File: config.mk
export PLATFORM = sky130hd
export DESIGN_NAME = mul_unit
export DESIGN_NICKNAME = d
export VERILOG_FILES = /design/src/rtl/mul_unit_pkg.sv /design/src/rtl/mul_pipe_tag.sv /design/src/rtl/mul_unit.sv
export SDC_FILE = /design/constraint.sdc
export NUM_CORES = 2
export LEC_CHECK = 0
export CORE_ASPECT_RATIO = 1.4
export CORE_MARGIN = 4
export CORE_UTILIZATION = 59
export CTS_CLUSTER_SIZE = 24
export DETAILED_ROUTE_END_ITERATION = 8
export GPL_TIMING_DRIVEN = 0
export PLACE_DENSITY = 0.86
export SYNTH_ARGS = -nofsm -noshare
export SYNTH_HDL_FRONTEND = slang
export SYNTH_SLANG_ARGS = --single-unit
export TNS_END_PERCENT = 50
File: constraint.sdc
create_clock -name clock -period 5.7 [get_ports clock]
set_input_delay 1.14 -clock clock [delete_from_list [all_inputs] [get_ports clock]]
set_output_delay 1.14 -clock clock [all_outputs]
set_load 0.01 [all_outputs]
File: src/rtl/mul_unit_pkg.sv
// Shared constants and tag types for the execution-stage multiply unit.
// The issue stage imports the funct codes so its unit select agrees with this block.
package mul_unit_pkg;

  localparam int         MUL_LATENCY = 4;
  localparam logic [5:0] FUNCT_MULT  = 6'b011000;
  localparam logic [5:0] FUNCT_MULTU = 6'b011001;

  typedef struct packed {
    logic [4:0] regdest;
    logic       writereg;
  } wb_tag_t;

  localparam wb_tag_t TAG_NONE = '0;

endpackage

File: src/rtl/mul_pipe_tag.sv
// Valid + write-back tag shift register running in lockstep with the multiply datapath.
// The last stage holds its tag while idle so the write-back port keeps its last value.
module mul_pipe_tag
  import mul_unit_pkg::*;
(
  input  logic                   clock,
  input  logic                   reset,
  input  logic                   i_vld,
  input  logic [4:0]             i_regdest,
  input  logic                   i_writereg,
  output logic [MUL_LATENCY-1:0] o_stage_valid,
  output logic [4:0]             o_regdest,
  output logic                   o_writereg
);

  logic    r_vld_p1, r_vld_p2, r_vld_p3, r_vld_p4;
  wb_tag_t r_tag_p1, r_tag_p2, r_tag_p3, r_tag_p4;

  always_ff @(posedge clock) begin
    if (reset) begin
      r_vld_p1 <= 1'b0;
      r_vld_p2 <= 1'b0;
      r_vld_p3 <= 1'b0;
      r_vld_p4 <= 1'b0;
      r_tag_p1 <= TAG_NONE;
      r_tag_p2 <= TAG_NONE;
      r_tag_p3 <= TAG_NONE;
      r_tag_p4 <= TAG_NONE;
    end else begin
      // S1: empty slots carry a zero tag
      r_vld_p1 <= i_vld;
      r_tag_p1 <= i_vld ? wb_tag_t'({i_regdest, i_writereg}) : TAG_NONE;
      // S2 / S3
      r_vld_p2 <= r_vld_p1;
      r_tag_p2 <= r_tag_p1;
      r_vld_p3 <= r_vld_p2;
      r_tag_p3 <= r_tag_p2;
      // S4: output tag only moves when a real op completes
      r_vld_p4 <= r_vld_p3;
      if (r_vld_p3) r_tag_p4 <= r_tag_p3;
    end
  end

  assign o_stage_valid = {r_vld_p4, r_vld_p3, r_vld_p2, r_vld_p1};
  assign o_regdest     = r_tag_p4.regdest;
  assign o_writereg    = r_tag_p4.writereg;

endmodule

File: src/rtl/mul_unit.sv
// Fixed-latency 32x32 MULT/MULTU unit: sign-magnitude capture, 16x16 partial
// products, 64-bit accumulate, then sign fix-up into the HI/LO write-back registers.
module mul_unit
  import mul_unit_pkg::*;
#(
  parameter int WIDTH   = 32,
  parameter int LATENCY = MUL_LATENCY
) (
  input  logic               clock,
  input  logic               reset,
  input  logic               iss_mul_oper,
  input  logic [WIDTH-1:0]   iss_ex_rega,
  input  logic [WIDTH-1:0]   iss_ex_regb,
  input  logic               iss_ex_unsig,
  input  logic [4:0]         iss_ex_regdest,
  input  logic               iss_ex_writereg,
  output logic               mul_wb_valid,
  output logic [WIDTH-1:0]   mul_wb_hi,
  output logic [WIDTH-1:0]   mul_wb_lo,
  output logic [4:0]         mul_wb_regdest,
  output logic               mul_wb_writereg,
  output logic [LATENCY-1:0] mul_stage_valid,
  output logic               mul_busy
);

  localparam int HALF = WIDTH / 2;
  localparam int PW   = 2 * WIDTH;

  // |v| as an unsigned WIDTH-bit value; the most negative input maps to 2^(WIDTH-1).
  function automatic logic [WIDTH-1:0] magnitude(input logic signed [WIDTH-1:0] v);
    return v[WIDTH-1] ? (~v + 1'b1) : v;
  endfunction

  function automatic logic [PW-1:0] apply_sign(input logic neg, input logic signed [PW-1:0] s);
    return neg ? -s : s;
  endfunction

  logic [LATENCY-1:0] w_stage_valid;

  logic [WIDTH-1:0] r_a_p1, r_b_p1;
  logic             r_neg_p1;
  logic [WIDTH-1:0] r_ll_p2, r_lh_p2, r_hl_p2, r_hh_p2;
  logic             r_neg_p2;
  logic [PW-1:0]    r_sum_p3;
  logic             r_neg_p3;
  logic [PW-1:0]    r_prod_p4;

  mul_pipe_tag u_tag (
    .clock         (clock),
    .reset         (reset),
    .i_vld         (iss_mul_oper),
    .i_regdest     (iss_ex_regdest),
    .i_writereg    (iss_ex_writereg),
    .o_stage_valid (w_stage_valid),
    .o_regdest     (mul_wb_regdest),
    .o_writereg    (mul_wb_writereg)
  );

  // S1: operand capture, held while no op is issued
  always_ff @(posedge clock) begin
    if (reset) begin
      r_a_p1   <= '0;
      r_b_p1   <= '0;
      r_neg_p1 <= 1'b0;
    end else if (iss_mul_oper) begin
      if (iss_ex_unsig) begin
        r_a_p1   <= iss_ex_rega;
        r_b_p1   <= iss_ex_regb;
        r_neg_p1 <= 1'b0;
      end else begin
        r_a_p1   <= magnitude($signed(iss_ex_rega));
        r_b_p1   <= magnitude($signed(iss_ex_regb));
        r_neg_p1 <= iss_ex_rega[WIDTH-1] ^ iss_ex_regb[WIDTH-1];
      end
    end
  end

  // S2: four unsigned half-width partial products
  always_ff @(posedge clock) begin
    if (reset) begin
      r_ll_p2  <= '0;
      r_lh_p2  <= '0;
      r_hl_p2  <= '0;
      r_hh_p2  <= '0;
      r_neg_p2 <= 1'b0;
    end else if (w_stage_valid[0]) begin
      r_ll_p2  <= {{HALF{1'b0}}, r_a_p1[HALF-1:0]}     * {{HALF{1'b0}}, r_b_p1[HALF-1:0]};
      r_lh_p2  <= {{HALF{1'b0}}, r_a_p1[HALF-1:0]}     * {{HALF{1'b0}}, r_b_p1[WIDTH-1:HALF]};
      r_hl_p2  <= {{HALF{1'b0}}, r_a_p1[WIDTH-1:HALF]} * {{HALF{1'b0}}, r_b_p1[HALF-1:0]};
      r_hh_p2  <= {{HALF{1'b0}}, r_a_p1[WIDTH-1:HALF]} * {{HALF{1'b0}}, r_b_p1[WIDTH-1:HALF]};
      r_neg_p2 <= r_neg_p1;
    end
  end

  // S3: full-width accumulate of the aligned partial products
  always_ff @(posedge clock) begin
    if (reset) begin
      r_sum_p3 <= '0;
      r_neg_p3 <= 1'b0;
    end else if (w_stage_valid[1]) begin
      r_sum_p3 <= {{WIDTH{1'b0}}, r_ll_p2}
                + {{HALF{1'b0}}, r_lh_p2, {HALF{1'b0}}}
                + {{HALF{1'b0}}, r_hl_p2, {HALF{1'b0}}}
                + {r_hh_p2, {WIDTH{1'b0}}};
      r_neg_p3 <= r_neg_p2;
    end
  end

  // S4: sign fix-up; holds the last result between completions
  always_ff @(posedge clock) begin
    if (reset) begin
      r_prod_p4 <= '0;
    end else if (w_stage_valid[2]) begin
      r_prod_p4 <= apply_sign(r_neg_p3, $signed(r_sum_p3));
    end
  end

  assign mul_wb_valid    = w_stage_valid[LATENCY-1];
  assign mul_wb_hi       = r_prod_p4[PW-1:WIDTH];
  assign mul_wb_lo       = r_prod_p4[WIDTH-1:0];
  assign mul_stage_valid = w_stage_valid;
  assign mul_busy        = |w_stage_valid;

endmodule

# Word-level counts from Yosys, hierarchy flattened
# Cells that the tools add are included.
[classes] reduce_logical=2 n_bitwise=4 n_mul=4 muxes=6 n_addsub=6
[op_table] op="16-bit by 16-bit multiplier with 32-bit output" count=4
[op_table] op="32-bit 2-to-1 mux" count=4
[op_table] op="32-bit by 1-bit adder with 32-bit output (second input constant)" count=2
[op_table] op="50-bit by 64-bit adder with 64-bit output" count=1
[op_table] op="64-bit 2-to-1 mux" count=1
[op_table] op="64-bit negation" count=1
[op_table] op="32-bit inverter" count=2
[op_table] op="49-bit by 48-bit adder with 50-bit output" count=1
[op_table] op="32-bit by 48-bit adder with 49-bit output" count=1
[op_table] op="4-bit OR reduction" count=1
[op_table] op="2-bit OR reduction" count=1
[op_table] op="1-bit 2-to-1 mux" count=1
[op_table] op="1-bit inverter" count=1
[op_table] op="1-bit XOR" count=1
[word_totals] wordCells=45 in_bits=74 ff_bits=351

# Longest topological paths before layout
[logic_depth] depth_word=4 ltp_mapped=23 mapped_depth_nobuf=22

# Modules after synthesis
# Synthesis repeated with hierarchy kept, for this count alone.
[unflattened] hier_cells=5777 area_unflattened_um2=50601.0
[by_module_without_submodules] module="mul_unit" area_per_inst_um2=49756.5 cells_per_inst=5708 n_inst=1 seq_area_each_um2=6466.2
[by_module_without_submodules] module="mul_pipe_tag" area_per_inst_um2=844.6 cells_per_inst=69 n_inst=1 seq_area_each_um2=560.5

# Least setup slack after synthesis
# OpenSTA, ideal clock, no wires.
[synth_timing] path_kind="register to register" startpoint="reg r_a_p1[26]" endpoint="reg r_hh_p2[31]" setup_time_ns=0.091 path_slack_ns=-0.160 n_path_buf=2 period_less_slack_ns=5.860 arrival_time_ns=5.769 path_stages_with_launch=22 cell_sequence="dfxtp_1 clkbuf_1 nand2_1 fa_1 fa_1 fa_1 fa_1 inv_1 fa_1 inv_1 fa_1 inv_1 ha_1 clkbuf_1 o21a_1 a211oi_1 a211o_1 a21boi_0 a21oi_1 o21ai_0 or3_1 a311oi_1"
[synth_via] elab_chain_len=1
[synth_lines] item="start: declaration" line="mul_unit.sv:40" source="logic [WIDTH-1:0] r_a_p1, r_b_p1;"
[synth_lines] item="start signal: assignment" line="mul_unit.sv:67" source="r_a_p1 <= iss_ex_rega;"
[synth_lines] item="start signal: assignment" line="mul_unit.sv:71" source="r_a_p1 <= magnitude($signed(iss_ex_rega));"
[synth_lines] item="16-bit by 16-bit multiplier with 32-bit output" line="mul_unit.sv:90" source="r_hh_p2 <= {{HALF{1'b0}}, r_a_p1[WIDTH-1:HALF]} * {{HALF{1'b0}}, r_b_p1[WIDTH-1:HALF]};"
[synth_lines] item="end signal: assignment" line="mul_unit.sv:90"
[synth_lines] item="end: declaration" line="mul_unit.sv:42" source="logic [WIDTH-1:0] r_ll_p2, r_lh_p2, r_hl_p2, r_hh_p2;"
# Every way passes these cells.
# A chain may end at the register's enable or synchronous reset.

# Worst setup path in the final report
[layout_timing] startpoint="reg r_b_p1[15]" endpoint="reg r_hl_p2[30]"
[layout_via] elab_chain_len=1
[layout_lines] item="start: declaration" line="mul_unit.sv:40"
[layout_lines] item="start signal: assignment" line="mul_unit.sv:68" source="r_b_p1 <= iss_ex_regb;"
[layout_lines] item="start signal: assignment" line="mul_unit.sv:72" source="r_b_p1 <= magnitude($signed(iss_ex_regb));"
[layout_lines] item="16-bit by 16-bit multiplier with 32-bit output" line="mul_unit.sv:89" source="r_hl_p2 <= {{HALF{1'b0}}, r_a_p1[WIDTH-1:HALF]} * {{HALF{1'b0}}, r_b_p1[HALF-1:0]};"
[layout_lines] item="end signal: assignment" line="mul_unit.sv:89"
[layout_lines] item="end: declaration" line="mul_unit.sv:42"
# Every way passes these cells.

==> metrics.yaml <==
syn_avg_cell_area_um2: 8.70
grt_overflow_total: 0
dpl_cell_area_mm2: 0.0540
drt_iter0_drc: 4285
tns_ns: -14.89
cts_tree: "done"
synth_area_leaders: "fa_1 32%, dfxtp_1 14%, ha_1 11%"
htree_levels: 2
synth-main-ff-cell: "dfxtp_1"
grt_pass1_vias: 47896
vias: 45866
power_density_mw_per_mm2: 226
swShare: 0.458
p_comb_frac: 0.604
rows: 127
finalSetupViolCount: 62
dieArea_mm2: 0.0914
arrival_ns: 6.65
fillers: 6186
cts_buffers: 36
cts_hold_buf: 0
layout_setup_ws_ns: -0.495
stdcell_area_mm2: 0.0612
initial_utilization: 0.595
path_common_cell: "fa_1"
path_cells: "clkbuf_2, nand2_1, fa_1, inv_1, fa_1, inv_1, fa_1, inv_1, fa_1, fa_1, ha_1, ha_1, a21o_1, a21oi_1, o21ai_0, o22a_1, o41ai_4, buf_4, o21ai_4, xnor2_4, o21ai_1"
place.gp.congestion: 1.08
layoutNonFillerInstCount: 7340
cp-start-kind: "register"
seq_power_share: 0.213
grt_max_degree: 15
fin_nets: 7541
die_h_um: 356
place_hpwl_um: 151000
antenna_found_initial: 20
ys_async_sr_fraction: 0
avgRoutedWirePerCell_um: 26.9
tightest_slew_ns: 1.31
drc: 0
ioPinCount: 150
wl_um: 197000
period_needed_ns: 6.20
seq_area_mm2: 0.00724
critical-path-slowest-cell: "fa_1"
cts_buffer_depth: 3
finalCritPeriodShare: 1.09
fin_worst_skew_ns: 0.0314
netlist_instances: 5870
hold_slack_ns: 0.435
syn_area_mm2: 0.0511
area_delta_synth_final_pct: 19.8
slowest_delay_ns: 0.51
clkPwrFrac: 0.183
outcome: "finished with violations"
slew_headroom: 0.125
drtPass1Iterations: 8
grt_pass1_wl_um: 289000
power.leakage_uw: 0.0282
cp.buffers_inverters: 5
critPathTopFamily: "adder cells"
synthesis.nets: 7204
core_area_mm2: 0.0858
rsz0062_at_grt: "true"
yosysSeqAreaShare: 0.138
multiInputGateArea_mm2: 0.0415
grt_usage: 0.423
synth_largest_area_cell: "fa_1"
crit_type: "register to register"
ys_seq_elements: 351
viasPerCell: 6.25
worstPathMaxFanout: 10
synth_top_area_frac: 0.317
p_switching_uw: 6330
clk_latency_ns: 0.59
yosys_warnings: 0
clock-root-buffer: "clkbuf_16"
cp.required_ns: 6.15
final_antenna_net_count: 0
end_kind: "register"
io_buffers: 147
synth_cell_types: 83
p_int_uw: 7490
maxCapViolations: 0
vdd_drop_max_mv: 0.200
numPlacedInstances: 7113
clkTransAtPathRegs_ns: 0.06
synth_edf_count: 0
drv_slew: 0
fp.dieW_um: 257
fmax_ghz: 0.161
cts.sinks: 351
failed_checks: "negative setup slack"
hold_viol: 0
min_path_type: "register to register"
drive_gt1_frac: 0.136
==> synth_stat cells (69+ instances only) <==
cell type	instances
dfxtp_1	351
fa_1	809
a21oi_1	165
xor2_1	123
ha_1	451
a21o_1	69
a211oi_1	166
mux2i_1	100
inv_1	934
o21ai_0	132
xnor2_1	104
and2_1	487
clkbuf_1	316
nand2_1	717
nor2_1	362
==> per-layer routing <==
| layer | wire, um | share of wire | GRT usage |
|---|---|---|---|
| met2 | 87800 | 0.44 | 0.682 |
| met3 | 22900 | 0.12 | 0.140 |
| met5 | 46 | 0.00023 | 0.00107 |
| met4 | 25400 | 0.13 | 0.395 |
| met1 | 61200 | 0.31 | 0.433 |
==> state kept, by name (all words and copies together) (netlist names) <==
signal	flops
r_prod_p4	64
r_sum_p3	64
r_a_p1	32
r_b_p1	32
r_hh_p2	32
r_hl_p2	32
r_lh_p2	32
r_ll_p2	32
u_tag.r_tag_p1	6
u_tag.r_tag_p2	6
u_tag.r_tag_p3	6
u_tag.o_regdest	5
r_neg_p1	1
r_neg_p2	1
r_neg_p3	1
u_tag.o_writereg	1
u_tag.r_vld_p1	1
u_tag.r_vld_p2	1
u_tag.r_vld_p3	1
u_tag.r_vld_p4	1
==> power groups by stage <==
stage | clock network, uW | logic, uW | registers [uW]
3_3_place_gp | 0 | 6030 | 2940
2_1_floorplan | 0 | 4040 | 2830
3_5_place_dp | 0 | 6160 | 2950
6_report | 2530 | 8350 | 2940
5_1_grt | 2630 | 8850 | 2940
4_1_cts | 2530 | 7320 | 2910
==> final cells by class <==
class / count / share of cell area
repair buffers: 310 / 0.0474
inverters: 935 / 0.0574
diodes: 12 / 0.000491
flip-flops and latches: 351 / 0.118
plain buffers: 317 / 0.0562
multi-input cells: 4256 / 0.678
clock inverters: 15 / 0.00391
well taps: 1096 / 0.0224
clock buffers: 48 / 0.0161
==> repair_timing <==
| item | 4_1_cts | 5_1_grt |
|---|---|---|
| buffers inserted | 99 | 61 |
| cloned | 1 | 3 |
| endpoints found under the hold margin | 0 | 0 |
| setup endpoints to repair | 88 | 76 |
| gates resized for setup | 922 | 285 |
| pin swaps | 129 | 190 |
==> metrics by stage <==
stage	util	setup slack, ns	total power (uW)
after floorplan	-	-0.0353	6870
after global placement	0.629	-1.65	8960
after detailed placement	0.629	-1.67	9100
after CTS	0.694	-0.389	12800
after global routing	0.713	-0.605	14400
final	0.713	-0.495	13800
==> worst paths after layout <==
path	from	endpoint	slack, ns	cells after the start
setup / recovery	r_b_p1[15]$_SDFFE_PP0P_	r_hl_p2[30]$_SDFFE_PP0P_	-0.50	21
hold / removal	u_tag.r_tag_p2[2]$_SDFF_PP0_	u_tag.r_tag_p3[2]$_SDFF_PP0_	0.44	1
setup reg to reg	r_b_p1[15]$_SDFFE_PP0P_	r_hl_p2[30]$_SDFFE_PP0P_	-0.50	21
hold reg to reg	u_tag.r_tag_p2[2]$_SDFF_PP0_	u_tag.r_tag_p3[2]$_SDFF_PP0_	0.44	1
==> logic make-up (layout without fill, tap and decap cells) <==
kind of cell               Yosys count  in the layout  synth area share
buffers and inverters             1263           1625            0.0934
adders and majority gates         1260           1260             0.428
xor gates and xnor gates           227            227            0.0389
and+or+nand+nor                   1880           1880             0.178
other                                0             12                 0
muxes                              102            102            0.0200
DFF                                351            351             0.138
AOI/OAI and AO/OA                  787            787             0.105
==> worst register-to-register path: stages, from the launching register on <==
cell	delay [ns]
dfxtp_1	0.44
clkbuf_2	0.35
nand2_1	0.12
fa_1	0.51
inv_1	0.06
fa_1	0.48
inv_1	0.05
fa_1	0.47
inv_1	0.05
fa_1	0.49
fa_1	0.42
ha_1	0.33
ha_1	0.46
a21o_1	0.20
a21oi_1	0.12
o21ai_0	0.51
o22a_1	0.28
o41ai_4	0.09
buf_4	0.18
o21ai_4	0.18
xnor2_4	0.19
o21ai_1	0.09
==> layout by cell type (no fill, tap or decap), types with 27 or more instances in the layout <==
cell type,count
a211oi_1,151
a21o_1,67
a21oi_1,133
and2_1,458
and2_4,28
buf_4,135
buf_6,31
clkbuf_1,128
clkbuf_16,81
clkbuf_8,85
clkdlybuf4s50_1,147
dfxtp_1,290
dfxtp_4,53
fa_1,773
fa_2,36
ha_1,401
ha_4,45
inv_1,889
inv_2,46
mux2i_1,100
nand2_1,705
nand3_1,45
nand4_1,27
nor2_1,355
nor2b_1,31
nor3_1,43
o21ai_0,94
o31ai_1,32
xnor2_1,85
xor2_1,115
(Power assumes the default switching activity.)
